### config.mk
export PLATFORM = sky130hd
export DESIGN_NAME = rr_interval_gen
export DESIGN_NICKNAME = d
export VERILOG_FILES = /design/src/rtl/rr_interval_gen.sv
export SDC_FILE = /design/constraint.sdc
export NUM_CORES = 1
export LEC_CHECK = 0
export BUFFER_PORTS_ARGS = -buffer_cell sky130_fd_sc_hd__buf_2
export CORE_MARGIN = 2
export CORE_UTILIZATION = 48
export DETAILED_ROUTE_END_ITERATION = 8
export HOLD_SLACK_MARGIN = 0.12
export PLACE_DENSITY = 0.71
export SLEW_MARGIN = 40
export SYNTH_ARGS = -nofsm -noshare
export SYNTH_HDL_FRONTEND = slang
export SYNTH_SLANG_ARGS = --single-unit
export TNS_END_PERCENT = 5
### constraint.sdc
create_clock -name clk -period 2.45 [get_ports clk]
set_input_delay 0.1225 -clock clk [delete_from_list [all_inputs] [get_ports clk]]
set_output_delay 0.1225 -clock clk [all_outputs]
set_load 0.01 [all_outputs]
### src/rtl/rr_interval_gen.sv
// RR-interval producer: synchronises a raw beat input, blanks a refractory window,
// and reports the ms interval between accepted beats. Optional averager under RR_AVG_EN.
module rr_interval_gen #(
  parameter int SYNC_STAGES = 2,
  parameter int REFRACT_MS  = 200,
  parameter int CNT_MAX     = 4095
) (
  input  logic        clk,
  input  logic        rst_n,
  input  logic        beat_in,
  input  logic        ms_tick,
  output logic [11:0] rr_interval_ms,
  output logic        new_rr_pulse,
  output logic        beat_pulse,
  output logic        armed,
  output logic        timeout_flag,
  output logic [7:0]  artifact_count,
  output logic [11:0] rr_avg_ms,
  output logic [1:0]  state_dbg
);

  typedef enum logic [1:0] {
    WAIT_FIRST = 2'd0,
    REFRACT    = 2'd1,
    ARMED      = 2'd2
  } state_t;

  localparam logic [11:0] CNT_MAX_C = 12'(CNT_MAX);
  localparam logic [11:0] REFRACT_C = 12'(REFRACT_MS);

  state_t             state, state_next;
  logic [SYNC_STAGES-1:0] sync_q;
  logic               beat_s, beat_q, beat_edge;
  logic [11:0]        elapsed, elapsed_d;
  logic               refr_done;
  logic               accept, reject, new_rr_d;

  // Handshake: beat_pulse / new_rr_pulse are single-cycle strobes with no back-pressure;
  // rr_interval_ms is valid whenever new_rr_pulse is high and holds until the next one.

  always_ff @(posedge clk or negedge rst_n) begin
    if (!rst_n) begin
      sync_q <= '0;
      beat_q <= 1'b0;
    end else begin
      sync_q <= {sync_q[SYNC_STAGES-2:0], beat_in};
      beat_q <= beat_s;
    end
  end

  assign beat_s    = sync_q[SYNC_STAGES-1];
  assign beat_edge = beat_s & ~beat_q;

  // State register
  always_ff @(posedge clk or negedge rst_n) begin
    if (!rst_n) state <= WAIT_FIRST;
    else        state <= state_next;
  end

  // Next-state logic
  always_comb begin
    state_next = state;
    case (state)
      WAIT_FIRST: if (beat_edge) state_next = REFRACT;
      REFRACT:    if (refr_done) state_next = ARMED;
      ARMED:      if (beat_edge) state_next = REFRACT;
      default:    state_next = WAIT_FIRST;
    endcase
  end

  // Output / action decode
  always_comb begin
    accept   = 1'b0;
    reject   = 1'b0;
    new_rr_d = 1'b0;
    case (state)
      WAIT_FIRST: accept = beat_edge;
      REFRACT:    reject = beat_edge;
      ARMED: begin
        accept   = beat_edge;
        new_rr_d = beat_edge;
      end
      default: ;
    endcase
  end

  assign armed     = (state == ARMED);
  assign state_dbg = state;

  // A tick coinciding with an accepted beat is dropped: the new interval starts at 0.
  always_comb begin
    elapsed_d = elapsed;
    if (accept || state == WAIT_FIRST)
      elapsed_d = 12'd0;
    else if (ms_tick && elapsed != CNT_MAX_C)
      elapsed_d = elapsed + 12'd1;
  end

  always_ff @(posedge clk or negedge rst_n) begin
    if (!rst_n) begin
      elapsed        <= 12'd0;
      refr_done      <= 1'b0;
      rr_interval_ms <= 12'd0;
      new_rr_pulse   <= 1'b0;
      beat_pulse     <= 1'b0;
      timeout_flag   <= 1'b0;
      artifact_count <= 8'd0;
    end else begin
      elapsed      <= elapsed_d;
      // Compare on the next value so the flag is already low right after a beat reload.
      refr_done    <= (elapsed_d >= REFRACT_C);
      beat_pulse   <= accept;
      new_rr_pulse <= new_rr_d;
      if (new_rr_d)
        rr_interval_ms <= elapsed;
      if (accept)
        timeout_flag <= 1'b0;
      else if (state != WAIT_FIRST && elapsed_d == CNT_MAX_C)
        timeout_flag <= 1'b1;
      if (reject && artifact_count != 8'hFF)
        artifact_count <= artifact_count + 8'd1;
    end
  end

`ifdef RR_AVG_EN
  logic [14:0] acc;
  logic        seeded;

  // Exponential average with weight 1/8; acc holds 8x the average.
  always_ff @(posedge clk or negedge rst_n) begin
    if (!rst_n) begin
      acc    <= 15'd6400;
      seeded <= 1'b0;
    end else if (new_rr_d) begin
      seeded <= 1'b1;
      if (!seeded) acc <= {elapsed, 3'b000};
      else         acc <= acc - (acc >> 3) + {3'b000, elapsed};
    end
  end

  assign rr_avg_ms = acc[14:3];
`else
  assign rr_avg_ms = 12'd0;
`endif

endmodule

# --- Yosys cells after proc, flatten, opt, wreduce, memory -nomap -nowiden ---
# Cells that the tools add are included.
# W data, S select, Z words.
totals:
  elab_cells: 41
  out_inout_bits: 38
  regBits: 41
  in_bits: 4
op_classes:
  addsub: 2
  n_bitwise: 2
  n_reduce_logical: 9
  n_lt_le_gt_ge: 1
  mux: 10
  eq_ne: 7
op_table:
  columns: ["cell", "n"]
  rows:
  - ["$mux W12", 2]
  - ["$add A12 B1 Y12 const B", 1]
  - ["$eq A12 B12 Y1 const B", 1]
  - ["$ge A12 B8 Y1 const B", 1]
  - ["$ne A12 B12 Y1 const B", 1]
  - ["$add A8 B1 Y8 const B", 1]
  - ["$ne A8 B8 Y1 const B", 1]
  - ["$mux W1", 5]
  - ["$mux W2", 2]
  - ["$pmux W2 S2", 1]
  - ["$reduce_bool A2 Y1", 2]
  - ["$logic_and A1 B1 Y1", 3]
  - ["$eq A2 B1 Y1 const B", 1]
  - ["$eq A2 B2 Y1 const B", 1]
  - ["$logic_not A2 Y1", 1]
  - ["$ne A2 B1 Y1 const B", 1]
  - ["$ne A2 B2 Y1 const B", 1]
  - ["$reduce_and A2 Y1", 1]
  - ["$reduce_or A2 Y1", 1]
  - ["$and A1 B1 Y1", 1]
  - ["$logic_or A1 B1 Y1", 1]
  - ["$not A1 Y1", 1]

# --- Depth between registers and ports, before layout ---
# Gate-level depths: netlist of the first run.
logic_depth:
  depth_word: 9
  ltp_mapped: 7
  depth_no_buf: 7

# --- Worst setup path after synthesis of the first run ---
# Ideal clock, no wire load.
synth_timing:
  path_kind: "reg-to-reg"
  startpoint: "reg elapsed[0]"
  endpoint: "reg timeout_flag"
  arrival_ns: 2.217
  n_path_buf: 0
  path_slack_ns: 0.130
  stages_incl_launch_ff: 8
  required_ns: 2.346
  path_cell_list: "dfrtp_1 -> ha_1 -> nand4_2 -> o41ai_2 -> mux2i_1 -> nand2_1 -> or4_1 -> o41ai_2"
synth_via:
  elab_chain_len: 7
  elab_cells_between_ends: 8
  cone_classes: "add/sub: 1; eq/ne: 2; mux: 2; reduce/logical: 3"
synth_lines:
  columns: ["item", "line", "source"]
  rows:
  - ["start: declaration", "34", "logic [11:0] elapsed, elapsed_d;"]
  - ["start signal: assignment", "109", "elapsed <= elapsed_d;"]
  - ["branches (longest 2 deep; another with $add A12 B1 Y12)", null, null]
  - ["$mux W12 *", "95", "else if (ms_tick && elapsed != CNT_MAX_C)"]
  - ["$mux W12 *", "93", "if (accept || state == WAIT_FIRST)"]
  - ["$eq A12 B12 Y1 *", "118", "else if (state != WAIT_FIRST && elapsed_d == CNT_MAX_C)"]
  - ["$logic_and A1 B1 Y1 *", "118", null]
  - ["$reduce_bool A2 Y1 (no line) *", null, null]
  - ["end signal: assignment", "106", "timeout_flag <= 1'b0;"]
  - ["end signal: assignment", "117", "timeout_flag <= 1'b0;"]
  - ["end signal: assignment", "119", "timeout_flag <= 1'b1;"]
  - ["end: declaration", "16", "output logic timeout_flag,"]
# Every way passes the cells marked *.
# A chain may end at the register's enable or synchronous reset.

# --- Worst setup path after layout of the first run ---
layout_timing:
  startpoint: "reg elapsed[1]"
  endpoint: "reg timeout_flag"
# Same word-level chain as after synthesis.

==> results of run 1 <==
through the flow:
step,worst slack (ns),utilization [%],power (W),hold WS (ns),instance area [sq um]
final,0.114,57.1,0.00164,0.202,2290
after global routing,-0.000192,57.1,0.00174,0.219,2290
after CTS,0.0903,56.8,0.00166,0.179,2270
after detailed placement,0.104,53.9,0.00118,0.131,2160
after global placement,0.174,53.8,0.00117,0.231,2150
after floorplan,0.130,-,0.00106,-0.173,2030
where the power goes:
part	internal, W	leakage (nW)	switching [W]
clock	0.000228	0.0512	0.000235
combinational	0.000141	0.573	0.000172
sequential	0.000755	0.549	0.000106
total	0.00112	1.17	0.000514
metal layers:
| layer | vias to the layer above | GRT usage, % | routed length (microns) |
|---|---|---|---|
| li1 | 672 | - | - |
| met1 | 657 | 22.7 | 1660 |
| met2 | 38 | 28.8 | 1740 |
| met3 | 9 | 6.09 | 188 |
| met4 | 0 | 9.25 | 91 |
| met5 | - | 0 | 0 |
area by class of cell:
type	instances	area share, %
multi-input cells	123	38.5
clock inverters	2	0.602
repair buffers	35	8.65
flip-flops and latches	41	44.9
clock buffers	6	3.61
inverters	6	0.985
well taps	50	2.74
flip-flops by register name (all words and copies together) (netlist names):
| register | count |
|---|---|
| state_dbg | 2 |
| timeout_flag | 1 |
| refr_done | 1 |
| sync_q | 2 |
| elapsed | 12 |
| beat_q | 1 |
| rr_interval_ms | 12 |
| new_rr_pulse | 1 |
| beat_pulse | 1 |
| artifact_count | 8 |
placed cells by master (no fill, tap or decap), types with 6 or more instances in the layout:
master    instances
xnor2_1           6
buf_2            28
inv_1             6
mux2_2           12
clkbuf_8          6
nand4_1           6
dfrtp_1          41
conb_1           12
nor2_1           11
nand2_1          14
worst max-delay path, cell delays in order (launching register included):
cell     delay [ns]
dfrtp_1        0.44
ha_2           0.23
nand4_2        0.17
nor4_4         0.06
or3_1          0.42
xor2_1         0.18
or4_1          0.54
o41ai_2        0.20
cells by family (layout without fill, tap and decap cells):
family	count (synthesis)	count (layout)	share of synthesized area (%)
and+or+nand+nor	62	62	17.8
DFF	41	41	51.5
buffers and inverters	22	49	6.98
AOI/OAI and AO/OA	21	21	9.11
adders and majority gates	2	2	1.26
other	1	12	0.188
muxes	15	15	8.30
xor gates and xnor gates	11	11	4.84
path summary, 6_finish.rpt:
path	startpoint	end	slack (ns)	cells after the start
setup reg to reg	elapsed[1]	timeout_flag	0.11	7
min in group asynchronous	rst_n	elapsed[6]	0.33	2
hold reg to reg	sync_q[0]	sync_q[1]	0.35	0
setup / recovery	elapsed[1]	timeout_flag	0.11	7
hold / removal	ms_tick	elapsed[10]	0.20	2
max in group asynchronous	rst_n	elapsed[0]	1.77	2
repair_timing:
item | in CTS | in global routing
resized for setup | 0 | 2
endpoints found under the hold margin | 42 | 0
hold buffers | 2 | 0
endpoints found under the setup margin | 0 | 1
==> results.md, run 1 <==
- Top-area cell type share of the netlist area: 51.5%
- Core area: 4000 sq um
- Post-Syn Area: 1990 sq um
- Critical path data required time: 2.65 ns
- Leakage: approximately 1.2 nW
- Placed Cells: 253
- Clock Latency Late Sink: 0.29 ns
- Initial antenna violation count: 0
- Pwr/cell area: 716 nW/um^2
- Max-Cap Viols: 0
- Top cells by area, synth: dfrtp_1 (52%), mux2_2 (6.8%), buf_4 (4.9%), nand2_1 (2.6%), xnor2_1 (2.6%)
- Top-count cell post-synth: dfrtp_1
- Final GP Congestion: 0.870
- Clock root cell: clkbuf_8
- Worst EP arrival: 2.53 ns
- Synth cell count leaders: dfrtp_1 (41), nand2_1 (14), buf_4 (13), mux2_2 (12), nor2_1 (11)
- Area grow syn2layout: 14.8%
- Number of global-route vias before repair: 1358
- Share of layout cells above drive strength 1: between 30 and 40%
- Slew @ Worst Pin: 0.608 ns
- Pins over their slew limit: 0
- Startpoint Class: register
- Outcome: complete, no violations
- Vias/cell: 5.23
- Final std cells w/o fill: 263
- Sum Neg Setup Slack: 0 ns
- TritonCTS Buffers: 5
- Max IR drop VDD: between 400 and 500 uV
- Period utilisation layout: 95.3%
- GRT Total Usage: a little under a fifth
- TritonCTS Sinks: between 40 and 50
- Global-route wire length before repair: 6150 microns
- Yosys warnings: 0
- Clock Skew: 0.00190 ns
- Initial DRC Count: 57
- Cell taking the most area after synthesis: dfrtp_1
- Vias: 1376
- IO Port Bufs: 29
- Max_slew headroom: between 50% and 60%
- IO Count: 42
- Period minus WS final: 2.34 ns
- Avg Cell Area, Syn: ~11 sq um
- Multi-input logic area: about 900 sq um
- Upper clock frequency limit: 428 MHz
- CTS tree: yes
- CP Class: register to register
- HP Class: input port to register
- FFs w/ async S/R, synth: between 90% and 100%
- CTS Buffer Depth: 2
- H-tree levels: 2
- GRT overflow: 0
- Post-CTS setup buffer count: 0
- Top FF cell, synth: dfrtp_1
- Crit-path max FO: 5
- Ant diodes: 0
- Count of final setup violators: 0
- Cell Rows: 23
- Worst setup EP type: register
- Dpl hpwl: 2640 microns
- Largest net degree at the start of global routing: 42
- Clock Pin Slew Worst Setup and Hold Paths: around 0.08 ns
- DRT Pass-1 Iters: 4
- Number of synthesized flops with an enable pin: 0
- #FFs+latches synth: 41
- Die area: 4680 sq um
- Count of cell types in the netlist: 48
- Avg WL per Cell: 14.0 microns
- DR DRC count: 0
- Chip Height: 68.4 microns
- Post-layout nets: approximately 220
- Hold Vio Cnt, Final: 0
- Sequential-to-total area share from yosys stat: 51.5%
- Total area of sequential cells: between 1000 and 1500 sq um
- FILL cells: 349
- Die X: 68.4 microns
- Syn Inst Count: around 180
- Initial core utilization: 49.8%
- Post-route antenna net violation count: 0
- Post-Route WL: 3680 microns
No activity file was read; power rests on OpenSTA's default activity.
==> run 2: changes to the inputs <==
--- a/config.mk
+++ b/config.mk
@@ -8,9 +8,10 @@
 export BUFFER_PORTS_ARGS = -buffer_cell sky130_fd_sc_hd__buf_2
 export CORE_MARGIN = 2
 export CORE_UTILIZATION = 48
+export CTS_CLUSTER_DIAMETER = 120
 export DETAILED_ROUTE_END_ITERATION = 8
 export HOLD_SLACK_MARGIN = 0.12
-export PLACE_DENSITY = 0.71
+export PLACE_DENSITY = 0.79
 export SLEW_MARGIN = 40
 export SYNTH_ARGS = -nofsm -noshare
 export SYNTH_HDL_FRONTEND = slang
==> results.md, run 2 (synthesized netlist as in run 1, its figures left out) <==
- Psw: 0.000530 W
- IO Count: 42
- Cell Rows: 23
- Reg-to-Reg Start: elapsed[1]
- R2R Setup Slk: 0.14 ns
- Max-Cap Viols: 0
- Setup crit start: elapsed[1]
- Largest net degree at the start of global routing: 42
- Reg2reg end: timeout_flag
- Sum Neg Setup Slack: 0 ns
- GR Util met3: 5.59%
- Reg power frac: 48.9%
- Share of layout cells above drive strength 1: slightly above 30%
- Most common cell after layout, fill and taps aside: dfrtp_1
- Biggest registers after layout: elapsed x12, rr_interval_ms x12, artifact_count x8
- Critical path data required time: 2.65 ns
- Final GP Congestion: 0.878
- GRT overflow: 0
- Cell Chain, Critical Path: ha_2 > nand4_2 > nor4_4 > or3_1 > xor2_1 > or4_1 > o41ai_2
- Max_slew headroom: between 50% and 60%
- Upper clock frequency limit: ~430 MHz
- Global routing's busiest layer: met2
- Period minus WS final: between 2 and 2.5 ns
- Final WS setup: 0.140 ns
- DRT Pass-1 Iters: 4
- Post-layout nets: around 220
- Total area of sequential cells: 1030 sq um
- Worst EP arrival: 2.51 ns
- Hold Vio Cnt, Final: 0
- P_int: around 0.0012 W
- CP Class: register to register
- Clock Latency Late Sink: 0.30 ns
- Chip Height: 68.4 microns
- Clock root cell: clkbuf_8
- WHS Endpoint: elapsed[10]
- Max IR drop VDD: between 400 and 500 uV
- Net switching fraction of the power: a little under a third
- Worst setup EP type: register
- Clock power frac: between 30% and 40%
- Initial core utilization: 49.8%
- H-tree levels: 2
- Outcome: complete, no violations
- GR met2 Demand/Resource: 27.8%
- GRT Total Usage: 19.1%
- Placed Cells: 253
- Global-route wire length before repair: 6210 microns
- Pwr/cell area: 762 nW/um^2
- GR Util met1: 24.8%
- Pre-CTS setup slack: 0.0828 ns
- Initial DRC Count: 122
- Period utilisation layout: 94.3%
- Dpl hpwl: 2780 microns
- Final hold slack: 0.190 ns
- HP Class: input port to register
- Pins over their slew limit: 0
- Leakage: 1.18 nW
- TritonCTS Buffers: 5
- Vias: 1372
- CTS tree: yes
- Share of total power in combinational logic: a little under a fifth
- DR DRC count: 0
- Slowest-stage cell, CP: or4_1
- Crit-path max FO: 5
- Reg2reg path depth: 7
- TritonCTS Sinks: 41
- Die area: 4680 sq um
- Min-Delay Startpoint: ms_tick
- Clock Skew: roughly 0.0080 ns
- Vias/cell: between 5 and 6
- Critical path's largest stage delay: 0.54 ns
- Die X: 68.4 microns
- Multi-input logic area: 881 sq um
- Commonest non-fill, non-tap cells in the layout: dfrtp_1 (41), buf_2 (28), nand2_1 (14)
- Unrepaired setup endpoints after global routing: false
- Post-Route WL: 3900 microns
- Startpoint Class: register
- Count of final setup violators: 0
- Ant diodes: 0
- Clock Pin Slew Worst Setup and Hold Paths: 0.08 ns
- Final std cells w/o fill: 263
- IO Port Bufs: 29
- Final Core Density: 57.7%
- FILL cells: 364
- Avg WL per Cell: approximately 15 microns
- Hold path cells: 2
- Core area: between 4000 and 5000 sq um
- Initial antenna violation count: 0
- Slew @ Worst Pin: 0.613 ns
- Number of global-route vias before repair: 1340
- Area grow syn2layout: 16.0%
- Post-route antenna net violation count: 0
- CTS Buffer Depth: 2
==> run 2: cell count changes in the layout (fill, tap and decap cells not counted) <==
cell | before | now
bufinv_16 | 0 | 1
clkinv_2 | 1 | 0
clkinv_4 | 1 | 0
clkinvlp_4 | 0 | 1
==> run 2: what timing repair did <==
item / 4_1_cts / 5_1_grt
setup buffers: 0 / 0
resized for setup: 0 / 2
hold endpoints to repair: 42 / 0
hold buffers: 2 / 0
setup endpoints to repair: 0 / 1
==> run 2: power by group through the flow <==
stage | sequential (W) | clock, W | combinational [W]
final | 0.000861 | 0.000574 | 0.000325
after global routing | 0.000876 | 0.000623 | 0.000365
after CTS | 0.000860 | 0.000593 | 0.000325
after detailed placement | 0.000875 | 0 | 0.000316
after global placement | 0.000870 | 0 | 0.000300
after floorplan | 0.000881 | 0 | 0.000183
==> run 2: layout make-up <==
cell class / count / area share [%]
Tap cell: 50 / 2.71
Clock buffer: 6 / 3.58
Inverter: 6 / 0.975
Multi-Input combinational cell: 123 / 38.1
Clock inverter: 2 / 1.63
Sequential cell: 41 / 44.4
Timing Repair Buffer: 35 / 8.56
==> run 2: critical path: cells and delay by family, from the launching register on <==
family,cells,cell delay (ns)
AO/OA/AOI/OAI,1,0.21
XOR/XNOR,1,0.17
adder cells (fa/ha/maj),1,0.22
flip-flops,1,0.42
AND/OR/NAND/NOR,4,1.18
==> run 2: per-stage QoR <==
step	power (W)	instance area [sq um]
2_1_floorplan	0.00106	2030
3_3_place_gp	0.00117	2150
3_5_place_dp	0.00119	2160
4_1_cts	0.00178	2300
5_1_grt	0.00186	2310
6_report	0.00176	2310
==> run 2: metal layers <==
metal / up-vias / wire, microns
li1: 672 / -
met1: 644 / 1740
met2: 48 / 1850
met3: 8 / 207
met4: 0 / 99
met5: - / 0
==> run 2: how the worst max path moves through the flow <==
stage                              end  slack [ns]  cells after the start
final                     timeout_flag        0.14                      7
after global routing      timeout_flag        0.03                      7
after CTS                 timeout_flag        0.05                      7
after detailed placement  timeout_flag        0.08                      7
after global placement    timeout_flag        0.18                      7
after floorplan           timeout_flag        0.13                      7
==> run 3: changes to the inputs <==
--- a/config.mk
+++ b/config.mk
@@ -7,11 +7,12 @@
 export LEC_CHECK = 0
 export BUFFER_PORTS_ARGS = -buffer_cell sky130_fd_sc_hd__buf_2
 export CORE_MARGIN = 2
-export CORE_UTILIZATION = 48
+export CORE_UTILIZATION = 54
 export CTS_CLUSTER_DIAMETER = 120
 export DETAILED_ROUTE_END_ITERATION = 8
+export GPL_TIMING_DRIVEN = 0
 export HOLD_SLACK_MARGIN = 0.12
-export PLACE_DENSITY = 0.79
+export PLACE_DENSITY = 0.84
 export SLEW_MARGIN = 40
 export SYNTH_ARGS = -nofsm -noshare
 export SYNTH_HDL_FRONTEND = slang
==> constraint.sdc (replaced) <==
create_clock -name clk -period 2.2 [get_ports clk]
set_input_delay 0.11 -clock clk [delete_from_list [all_inputs] [get_ports clk]]
set_output_delay 0.11 -clock clk [all_outputs]
set_load 0.01 [all_outputs]
==> results.md, run 3 (synthesized netlist as in run 1, its figures left out) <==
- Die area: 4190 sq um
- Worst EP arrival: 2.41 ns
- Final GP Congestion: 0.892
- Vias/cell: roughly 5.2
- Upper clock frequency limit: 453 MHz
- Die X: 64.7 microns
- Reg2reg path depth: 8
- Top delay family on crit path: simple AND/OR/NAND/NOR gates
- Period utilisation layout: 100%
- FILL cells: 262
- Global-route wire length before repair: slightly below 7000 microns
- Clock Pin Slew Worst Setup and Hold Paths: about 0.080 ns
- Max IR drop VDD: 713 uV
- Chip Height: 64.7 microns
- WHS Endpoint: elapsed[2]
- Ant diodes: 0
- GRT overflow: 0
- Cell Chain, Critical Path: ha_4 > buf_6 > and4_1 > o311ai_1 > o21a_1 > nand4bb_1 > or4_4 > o41ai_4
- Worst setup EP type: register
- Share of layout cells above drive strength 1: 42.9%
- Post-layout nets: 245
- Leakage: 1.35 nW
- Pins over their slew limit: 0
- Initial DRC Count: between 100 and 150
- R2R Setup Slk: -0.008 ns
- Startpoint Class: register
- Pwr/cell area: 764 nW/um^2
- H-tree levels: 2
- Final WS setup: -0.00768 ns
- IO Count: 42
- Cell Rows: 22
- Outcome: finished, violations left
- Crit-path max FO: 4
- Slowest-stage cell, CP: or4_4
- Area grow syn2layout: 28.5%
- Biggest registers after layout: elapsed x12, rr_interval_ms x12, artifact_count x8
- CTS tree: yes
- Most common cell after layout, fill and taps aside: dfrtp_1
- Period minus WS final: 2.21 ns
- Reg2reg end: timeout_flag
- Vias: 1484
- Reg-to-Reg Start: elapsed[0]
- Pre-CTS setup slack: -0.186 ns
- Critical path data required time: ~2.4 ns
- Core area: 3610 sq um
- Commonest non-fill, non-tap cells in the layout: dfrtp_1 (33), buf_4 (28), buf_2 (28)
- Final hold slack: 0.239 ns
- Avg WL per Cell: 14.0 microns
- Initial core utilization: around 55%
- Unrepaired setup endpoints after global routing: true
- HP Class: input port to register
- DRT Pass-1 Iters: 4
- TritonCTS Buffers: 5
- Clock Latency Late Sink: around 0.30 ns
- Min-Delay Startpoint: ms_tick
- Max-Cap Viols: 0
- Number of global-route vias before repair: 1456
- GRT Total Usage: 21.9%
- Initial antenna violation count: 0
- Hold path cells: 3
- TritonCTS Sinks: around 40
- CP Class: register to register
- Critical path's largest stage delay: 0.57 ns
- Post-route antenna net violation count: 0
- Max_slew headroom: 64.6%
- Count of final setup violators: 1
- Clock root cell: clkbuf_8
- CTS Buffer Depth: 2
- Post-Route WL: 4020 microns
- Largest net degree at the start of global routing: 42
- Clock Skew: roughly 0.009 ns
- Levels on crit path: 8
- IO Port Bufs: 29
- Failing checks: setup timing
- DR DRC count: 0
- Dpl hpwl: about 2600 microns
- Slew @ Worst Pin: 0.531 ns
- Crit path buf inv count: 1
- Hold Vio Cnt, Final: 0
==> run 3: area by class of cell <==
class,count,area (sq um),share of cell area (%)
Sequential cell,41,1040,40.5
Timing Repair Buffer,46,284,11.1
Tap cell,48,60.1,2.35
Buffer,16,118,4.60
Multi-Input combinational cell,123,937,36.6
Clock buffer,7,96.3,3.77
Clock inverter,1,5.00,0.196
Inverter,6,22.5,0.880
==> run 3: metal layers <==
| layer | routed length (microns) | up-vias | GRT usage, % |
|---|---|---|---|
| li1 | - | 724 | - |
| met3 | 194 | 10 | 5.38 |
| met4 | 89 | 0 | 10.6 |
| met5 | 0 | - | 0 |
| met2 | 2020 | 40 | 36.3 |
| met1 | 1720 | 710 | 26.7 |
==> run 3: worst reg2reg max path, stage by stage (launching register included) <==
cell       delay, ns
dfrtp_2         0.42
ha_4            0.18
buf_6           0.11
and4_1          0.20
o311ai_1        0.08
o21a_1          0.20
nand4bb_1       0.14
or4_4           0.57
o41ai_4         0.21
==> run 3: how the worst max path moves through the flow <==
stage / slack, ns / startpoint / to
floorplan: 0.008 / elapsed[0] / timeout_flag
global placement: -0.14 / elapsed[1] / timeout_flag
detailed placement: -0.19 / elapsed[1] / timeout_flag
CTS: -0.05 / elapsed[1] / timeout_flag
global route: -0.09 / elapsed[1] / timeout_flag
finish: -0.008 / elapsed[0] / timeout_flag
==> run 3: power breakdown <==
part / switching [W] / total (W) / leakage (nW) / internal (W)
logic: 0.000214 / 0.000438 / 0.764 / 0.000224
clock network: 0.000262 / 0.000545 / 0.0542 / 0.000284
registers: 0.000126 / 0.000973 / 0.536 / 0.000846
total: 0.000602 / 0.00196 / 1.35 / 0.00135
==> run 3: stage by stage <==
stage / TNS, ns / power [W] / std cells / instance area (sq um) / util, %
global placement: -0.142 / 0.00133 / 263 / 2270 / 63.0
global route: -0.0894 / 0.00207 / 288 / 2560 / 71.0
floorplan: 0 / 0.00122 / 186 / 2070 / -
finish: -0.00768 / 0.00196 / 288 / 2560 / 71.0
detailed placement: -0.186 / 0.00136 / 263 / 2270 / 63.0
CTS: -0.0480 / 0.00194 / 284 / 2500 / 69.3
==> run 3: repair_timing <==
| action | 4_1_cts | 5_1_grt |
|---|---|---|
| hold endpoints to repair | 42 | 0 |
| endpoints found under the setup margin | 1 | 11 |
| hold buffers | 2 | 0 |
| pin swaps | 9 | 5 |
| resized for setup | 6 | 10 |
| setup buffers | 11 | 4 |
